File: src/rtl/ltc2308_serial_if.sv
// LTC2308 serial front end: one CONVST/conversion/shift frame per accepted measure_start.
// The 12-bit word shifted in belongs to the previous conversion; the SDI config applies to the next.
module ltc2308_serial_if #(
    parameter int CONVST_CYCLES = 2,
    parameter int CONV_CYCLES   = 64,
    parameter int SCK_HALF      = 2,
    parameter bit UNI           = 1'b1,
    parameter bit SLP           = 1'b0
) (
    input  logic        adc_clk,
    input  logic        adc_reset,
    input  logic        measure_start,
    input  logic [2:0]  measure_ch,
    output logic        measure_done,
    output logic [11:0] measure_dataread,
    output logic        ADC_CONVST,
    output logic        ADC_SCK,
    output logic        ADC_SDI,
    input  logic        ADC_SDO
);

    localparam int CNT_MAX = (CONV_CYCLES > SCK_HALF) ? CONV_CYCLES : SCK_HALF;
    localparam int CNT_W   = $clog2(CNT_MAX + 1);
    localparam logic [CNT_W-1:0] CONVST_END = CNT_W'(CONVST_CYCLES);
    localparam logic [CNT_W-1:0] CONV_END   = CNT_W'(CONV_CYCLES);
    localparam logic [CNT_W-1:0] HALF_END   = CNT_W'(SCK_HALF);
    localparam logic [CNT_W-1:0] CNT_ONE    = CNT_W'(1);

    typedef enum logic [1:0] {IDLE, CONV, SHIFT, DONE} state_t;

    state_t            state;
    state_t            state_next;
    logic [CNT_W-1:0]  cnt;
    logic [3:0]        bit_cnt;
    logic [5:0]        cfg_sr;
    logic [11:0]       data_sr;
    logic              half_end;

    always_ff @(posedge adc_clk or posedge adc_reset) begin
        if (adc_reset) begin
            state <= IDLE;
        end else begin
            state <= state_next;
        end
    end

    always_comb begin
        state_next = state;
        half_end   = (cnt == HALF_END);
        case (state)
            IDLE:    if (measure_start) state_next = CONV;
            CONV:    if (cnt == CONV_END) state_next = SHIFT;
            SHIFT:   if (half_end && ADC_SCK && (bit_cnt == 4'd11)) state_next = DONE;
            DONE:    state_next = IDLE;
            default: state_next = IDLE;
        endcase
    end

    // cnt counts cycles since the accepting edge in CONV, and cycles within an SCK half in SHIFT
    always_ff @(posedge adc_clk or posedge adc_reset) begin
        if (adc_reset) begin
            cnt              <= '0;
            bit_cnt          <= '0;
            cfg_sr           <= '0;
            data_sr          <= '0;
            measure_done     <= 1'b0;
            measure_dataread <= '0;
            ADC_CONVST       <= 1'b0;
            ADC_SCK          <= 1'b0;
            ADC_SDI          <= 1'b0;
        end else begin
            case (state)
                IDLE: begin
                    if (measure_start) begin
                        cnt          <= CNT_ONE;
                        cfg_sr       <= {1'b1, measure_ch[0], measure_ch[2], measure_ch[1], UNI, SLP};
                        measure_done <= 1'b0;
                        ADC_CONVST   <= 1'b1;
                    end
                end
                CONV: begin
                    cnt <= cnt + 1'b1;
                    if (cnt == CONVST_END) ADC_CONVST <= 1'b0;
                    if (cnt == CONV_END) begin
                        cnt     <= CNT_ONE;
                        bit_cnt <= '0;
                        ADC_SDI <= cfg_sr[5];
                    end
                end
                SHIFT: begin
                    if (half_end) begin
                        cnt <= CNT_ONE;
                        if (!ADC_SCK) begin
                            ADC_SCK <= 1'b1;
                            data_sr <= {data_sr[10:0], ADC_SDO};
                        end else begin
                            // cfg_sr drains to zeros, so SDI is 0 after the six config bits
                            ADC_SCK <= 1'b0;
                            ADC_SDI <= cfg_sr[4];
                            cfg_sr  <= {cfg_sr[4:0], 1'b0};
                            bit_cnt <= bit_cnt + 4'd1;
                        end
                    end else begin
                        cnt <= cnt + 1'b1;
                    end
                end
                DONE: begin
                    measure_dataread <= data_sr;
                    measure_done     <= 1'b1;
                    ADC_SDI          <= 1'b0;
                    cnt              <= '0;
                end
                default: ;
            endcase
        end
    end

endmodule

File: config.mk
export PLATFORM = sky130hd
export DESIGN_NAME = ltc2308_serial_if
export DESIGN_NICKNAME = d
export VERILOG_FILES = /design/src/rtl/ltc2308_serial_if.sv
export SDC_FILE = /design/constraint.sdc
export NUM_CORES = 1
export LEC_CHECK = 0
export CORE_MARGIN = 2
export CORE_UTILIZATION = 59
export DETAILED_ROUTE_END_ITERATION = 8
export PLACE_DENSITY = 0.82
export SLEW_MARGIN = 15
export SYNTH_ARGS = -nofsm -noshare
export SYNTH_HDL_FRONTEND = slang
export SYNTH_SLANG_ARGS = --single-unit
export TNS_END_PERCENT = 50
File: constraint.sdc
create_clock -name adc_clk -period 4.55 [get_ports adc_clk]
set_input_delay 0.6825 -clock adc_clk [delete_from_list [all_inputs] [get_ports adc_clk]]
set_output_delay 0.6825 -clock adc_clk [all_outputs]
set_load 0.01 [all_outputs]
# Word-level counts from Yosys, hierarchy flattened
# Cells that the tools add are included.
# Widths: inputs -> output; s select.
[word_totals]
inputBits = 7
reg_bits = 47
output_inout_bits = 16
[classes]
addsub = 2
muxes = 26
bitwise = 1
n_eq_ne = 12
n_reduce_logical = 16
[op_table]
columns = ["op", "count"]
rows = [
  ["$pmux 7 s4", 1],
  ["$mux 7", 3],
  ["$mux 6", 3],
  ["$mux 4", 3],
  ["$ne 2x2->1 const B", 6],
  ["$pmux 6 s2", 1],
  ["$reduce_and 4->1", 3],
  ["$reduce_and 3->1", 3],
  ["$pmux 2 s4", 1],
  ["$pmux 4 s2", 1],
  ["$reduce_bool 2->1", 4],
  ["$add 7x1->7 const B", 1],
  ["$eq 7x2->1 const B", 1],
  ["$eq 7x7->1 const B", 1],
  ["$mux 1", 7],
  ["$mux 2", 3],
  ["$add 4x1->4 const B", 1],
  ["$eq 2x2->1 const B", 2],
  ["$eq 4x4->1 const B", 1],
  ["$pmux 1 s2", 2],
  ["$reduce_and 2->1", 2],
  ["$pmux 1 s3", 1],
  ["$reduce_bool 3->1", 1],
  ["$eq 2x1->1 const B", 1],
  ["other kinds (3)", 4],
]

# Logic depth before layout (Yosys ltp)
[logic_depth]
ltp_word = 5
ltp_mapped = 9

# Worst setup path before layout
# No wires, ideal clock.
[synth_path]
path_kind = "register to register"
startpoint = "register cnt[2]"
endpoint = "register state[1]"
path_stages_with_launch = 6
path_slack_ns = 2.497
synth_period_minus_slack_ns = 2.053
arrival_time_ns = 1.929
path_buffers = 0
required_ns = 4.425
path_cell_list = "dfrtp_1 -> or4_4 -> o21ai_0 -> nand2_1 -> a21oi_1 -> mux2_2"
[synth_via]
elab_chain_cells = 5
elab_cells_between_ends = 7
cone_classes = "4 x eq/ne; 3 x reduce/logical"
[synth_lines]
columns = ["item", "line_no", "text"]
rows = [
  ["start, declared", "33", "logic [CNT_W-1:0] cnt;"],
  ["start signal, assigned", "82", "cnt <= cnt + 1'b1;"],
  ["start signal, assigned", "104", "cnt <= cnt + 1'b1;"],
  ["$eq 7x2->1", "49", "half_end = (cnt == HALF_END);"],
  ["$logic_and 1x1->1 (2 in a row)", "53", "SHIFT: if (half_end && ADC_SCK && (bit_cnt == 4'd11)) state_next = DONE;"],
  ["$ne 2x2->1 (no line)", "--", ""],
  ["$reduce_and 3->1 (no line) *", "--", ""],
  ["end signal, assigned", "43", "state <= state_next;"],
  ["end, declared", "31", "state_t state;"],
]
# Mark *: on every way between the ends. The rest lies on a longest branch, timed or not.
# A chain may end at the register's enable or synchronous reset.

# Worst setup path after layout
[layout_path]
startpoint = "register state[0]"
endpoint = "register data_sr[5]"
[layout_via]
elab_chain_cells = 2
[layout_lines]
columns = ["item", "line_no", "text"]
rows = [
  ["$eq 2x2->1", "72", "case (state)"],
  ["$reduce_and 3->1 (no line)", "--", ""],
  ["end signal, assigned", "95", "data_sr <= {data_sr[10:0], ADC_SDO};"],
  ["end, declared", "36", "logic [11:0] data_sr;"],
]
# Every way passes these cells.

==> flow_summary.json <==
{
  "status": "finished clean",
  "crit_fanout": 23,
  "yosysUniqueCellTypes": 41,
  "core_area_um2": 3661,
  "grt_setup_unrepaired": "false",
  "ios": 23,
  "wl_mm": 4.287,
  "postSynthCellCount": 193,
  "worstPathRequired_ns": 4.73,
  "drc": 0,
  "swShare": 0.3719,
  "dr.first_iter.drc_count": 113,
  "area_growth_pct": 14.46,
  "port-buffer-count": 22,
  "final_nets": 232,
  "skew_ns": 0.008705,
  "cts_hold_buf": 0,
  "routed-wl-met2_mm": 2.150,
  "crit_arrival_ns": 2.64,
  "startpoint_type": "register",
  "fp.dieH_um": 65.63,
  "diodes": 0,
  "clk_path_buf_depth": 2,
  "slew_violations": 0,
  "crit_type": "reg2reg",
  "tightest_slew_ns": 0.8877,
  "combPwrFrac": 0.406,
  "leakagePower_nw": 1.229,
  "dieArea_um2": 4307,
  "vdd_drop_max_mv": 0.2952,
  "drive_gt1_frac": 0.1797,
  "ys.warnings.count": 0,
  "whs_path_depth": 1,
  "seq_area_frac_synth": 0.5137,
  "maxCapViolations": 0,
  "setup_violations": 0,
  "p_total_mw": 1.362,
  "syn-num-nets": 209,
  "max_freq_ghz": 0.4073,
  "post-route-min-period_ns": 2.455,
  "grt_pass1_wl_mm": 7.189,
  "antenna_found_initial": 0,
  "cts_max_level": 2,
  "finalCritPeriodShare": 0.5396,
  "vias": 1554,
  "pre_cts_slack_ns": 2.070,
  "cts_made_buffers": 5,
  "worst_slack_ns": 2.095,
  "pwr_density_cell_nw_per_um2": 530.9,
  "internal-power_mw": 0.8554,
  "ctsResizeCount": 0,
  "avgSynthCellArea_um2": 11.61,
  "dr.pass1.iters": 4,
  "drt-wirelength-per-cell_um": 16.18,
  "grt_max_degree": 25,
  "clock_latency_ns": 0.30,
  "first_global_vias": 1575,
  "synth-seq-cells": 46,
  "cts.sinks": 46,
  "grt.overflow.total": 0,
  "clockRootBuffer": "clkbuf_8",
  "avgViaCountPerCell": 5.864,
  "gp_congestion": 0.8338,
  "antenna_left": 0,
  "top_layer": "met4",
  "slew_headroom": 0.4075,
  "drt-met1-wl_mm": 1.841,
  "p_seq_frac": 0.415,
  "setup_tns_ns": 0,
  "clock_power_share": 0.178,
  "reg2regPathDepth": 5,
  "dr_wl_met3_um": 217,
  "n_fill_cell": 261,
  "power_switching_mw": 0.5065,
  "netlist_area_um2": 2241,
  "worstSetupEndpointType": "register",
  "dieWidth_um": 65.63,
  "clk_pin_slew_ns": 0.08,
  "hold_path.class": "reg2reg",
  "hold_viol_final": 0,
  "hold_slack_ns": 0.5083,
  "cts_tree": "yes",
  "hpwl_mm": 3.044,
  "num_rows": 22,
  "start_util": 0.6121,
  "gr-usage-all-layers": 0.2248,
  "post_cts_buffers": 0
}
==> through the flow <==
| stage | cells | utilization | cell area (µm²) |
|---|---|---|---|
| final | 265 | 0.7006 | 2565 |
| after global routing | 265 | 0.7006 | 2565 |
| after CTS | 265 | 0.7006 | 2565 |
| after detailed placement | 257 | 0.6770 | 2479 |
| after global placement | 257 | 0.6770 | 2479 |
| after floorplan | 193 | - | 2241 |
==> Yosys cell counts <==
library cell / count / area, µm²
dfrtp_1: 46 / 1151
nand2b_1: 2 / 12.51
mux2_2: 17 / 191.4
or4_1: 1 / 7.510
o32a_1: 1 / 10.01
buf_1: 1 / 3.750
a22oi_1: 1 / 7.510
nand3_1: 6 / 30.03
o22ai_1: 2 / 12.51
nor3_1: 2 / 10.01
and3_1: 3 / 18.77
a211oi_1: 1 / 7.510
nand4_1: 1 / 6.260
mux2_4: 9 / 135.1
a21oi_1: 10 / 50.05
nand2_1: 13 / 48.80
nor3b_1: 1 / 7.510
nor4b_1: 3 / 26.28
nand2_2: 1 / 6.260
o21ai_0: 13 / 65.06
o311ai_0: 1 / 8.760
nor4_1: 1 / 6.260
clkbuf_1: 4 / 15.01
a21o_1: 3 / 22.52
o2bb2ai_1: 1 / 8.760
or4_4: 1 / 11.26
buf_6: 1 / 11.26
a31oi_1: 1 / 6.260
o221a_2: 1 / 11.26
nand4b_1: 1 / 8.760
buf_12: 1 / 20.02
or2_1: 1 / 6.260
o31ai_1: 1 / 7.510
inv_1: 8 / 30.03
a21o_2: 1 / 8.760
ha_1: 9 / 112.6
nor2_1: 13 / 48.80
nor2_4: 1 / 11.26
mux2i_1: 3 / 30.03
a22o_1: 4 / 35.03
nor2b_1: 2 / 12.51
==> area by class of cell <==
class                           instances  area [µm²]  share of cell area
Timing Repair Buffer                   23       227.7             0.08878
Clock buffer                            6       72.57             0.02829
Inverter                                8       30.03             0.01171
Sequential cell                        46        1151              0.4488
Clock inverter                          2       13.76            0.005366
Tap cell                               48       60.06             0.02341
Multi-Input combinational cell        132        1010              0.3937
==> layout by cell type (no fill, tap or decap), types with 2 or more instances in the layout <==
cell	instances
a22o_1	4
o21ai_0	13
inv_1	8
nand3_1	6
nor4b_1	3
mux2i_1	3
clkbuf_8	5
nor3_1	2
ha_1	9
mux2_2	17
nor2b_1	2
and3_1	3
nor2_1	13
o22ai_1	2
clkdlybuf4s50_1	22
mux2_4	9
nand2_1	13
dfrtp_1	46
a21o_1	3
a21oi_1	10
nand2b_1	2
==> state kept, by name, indices dropped and copies added (netlist names) <==
name / count
state: 2
data_sr: 12
cnt: 7
ADC_CONVST: 1
bit_cnt: 4
measure_done: 1
cfg_sr: 5
measure_dataread: 12
ADC_SCK: 1
ADC_SDI: 1
==> per-layer routing <==
layer / vias to the layer above / global-route usage
met2: 43 / 0.3801
li1: 737 / -
met4: 0 / 0.1068
met5: - / 0
met1: 766 / 0.2623
met3: 8 / 0.06336
==> worst max-delay path: stages (launching register included) <==
cell and delay [ns]:
dfrtp_1 0.42, inv_1 0.12, ha_1 0.72, nand2_2 0.14, or2_1 0.53, mux2_4 0.40
==> final timing paths <==
kind | start | endpoint | slack (ns)
max | state[0] | data_sr[5] | 2.09
min | measure_dataread[6] | measure_dataread[6] | 0.51
max reg2reg | state[0] | data_sr[5] | 2.09
min reg2reg | measure_dataread[6] | measure_dataread[6] | 0.51
max in group asynchronous | adc_reset | measure_dataread[8] | 2.86
min in group asynchronous | adc_reset | cfg_sr[2] | 0.86
==> power groups by stage <==
stage                     registers (mW)  clock network (mW)  logic, mW
after floorplan                    0.570                   0      0.385
after global placement             0.565                   0      0.519
after detailed placement           0.574                   0      0.550
after CTS                          0.565               0.249      0.554
after global routing               0.577               0.263      0.614
final                              0.566               0.243      0.553
==> cell families after synthesis <==
logic type / Yosys count / synth area share
and+or+nand+nor: 53 / 0.1245
DFF: 46 / 0.5137
AOI/OAI and AO/OA: 41 / 0.1167
muxes: 29 / 0.1591
buffers and inverters: 15 / 0.03573
adders and majority gates: 9 / 0.05025
(Power assumes the default switching activity.)
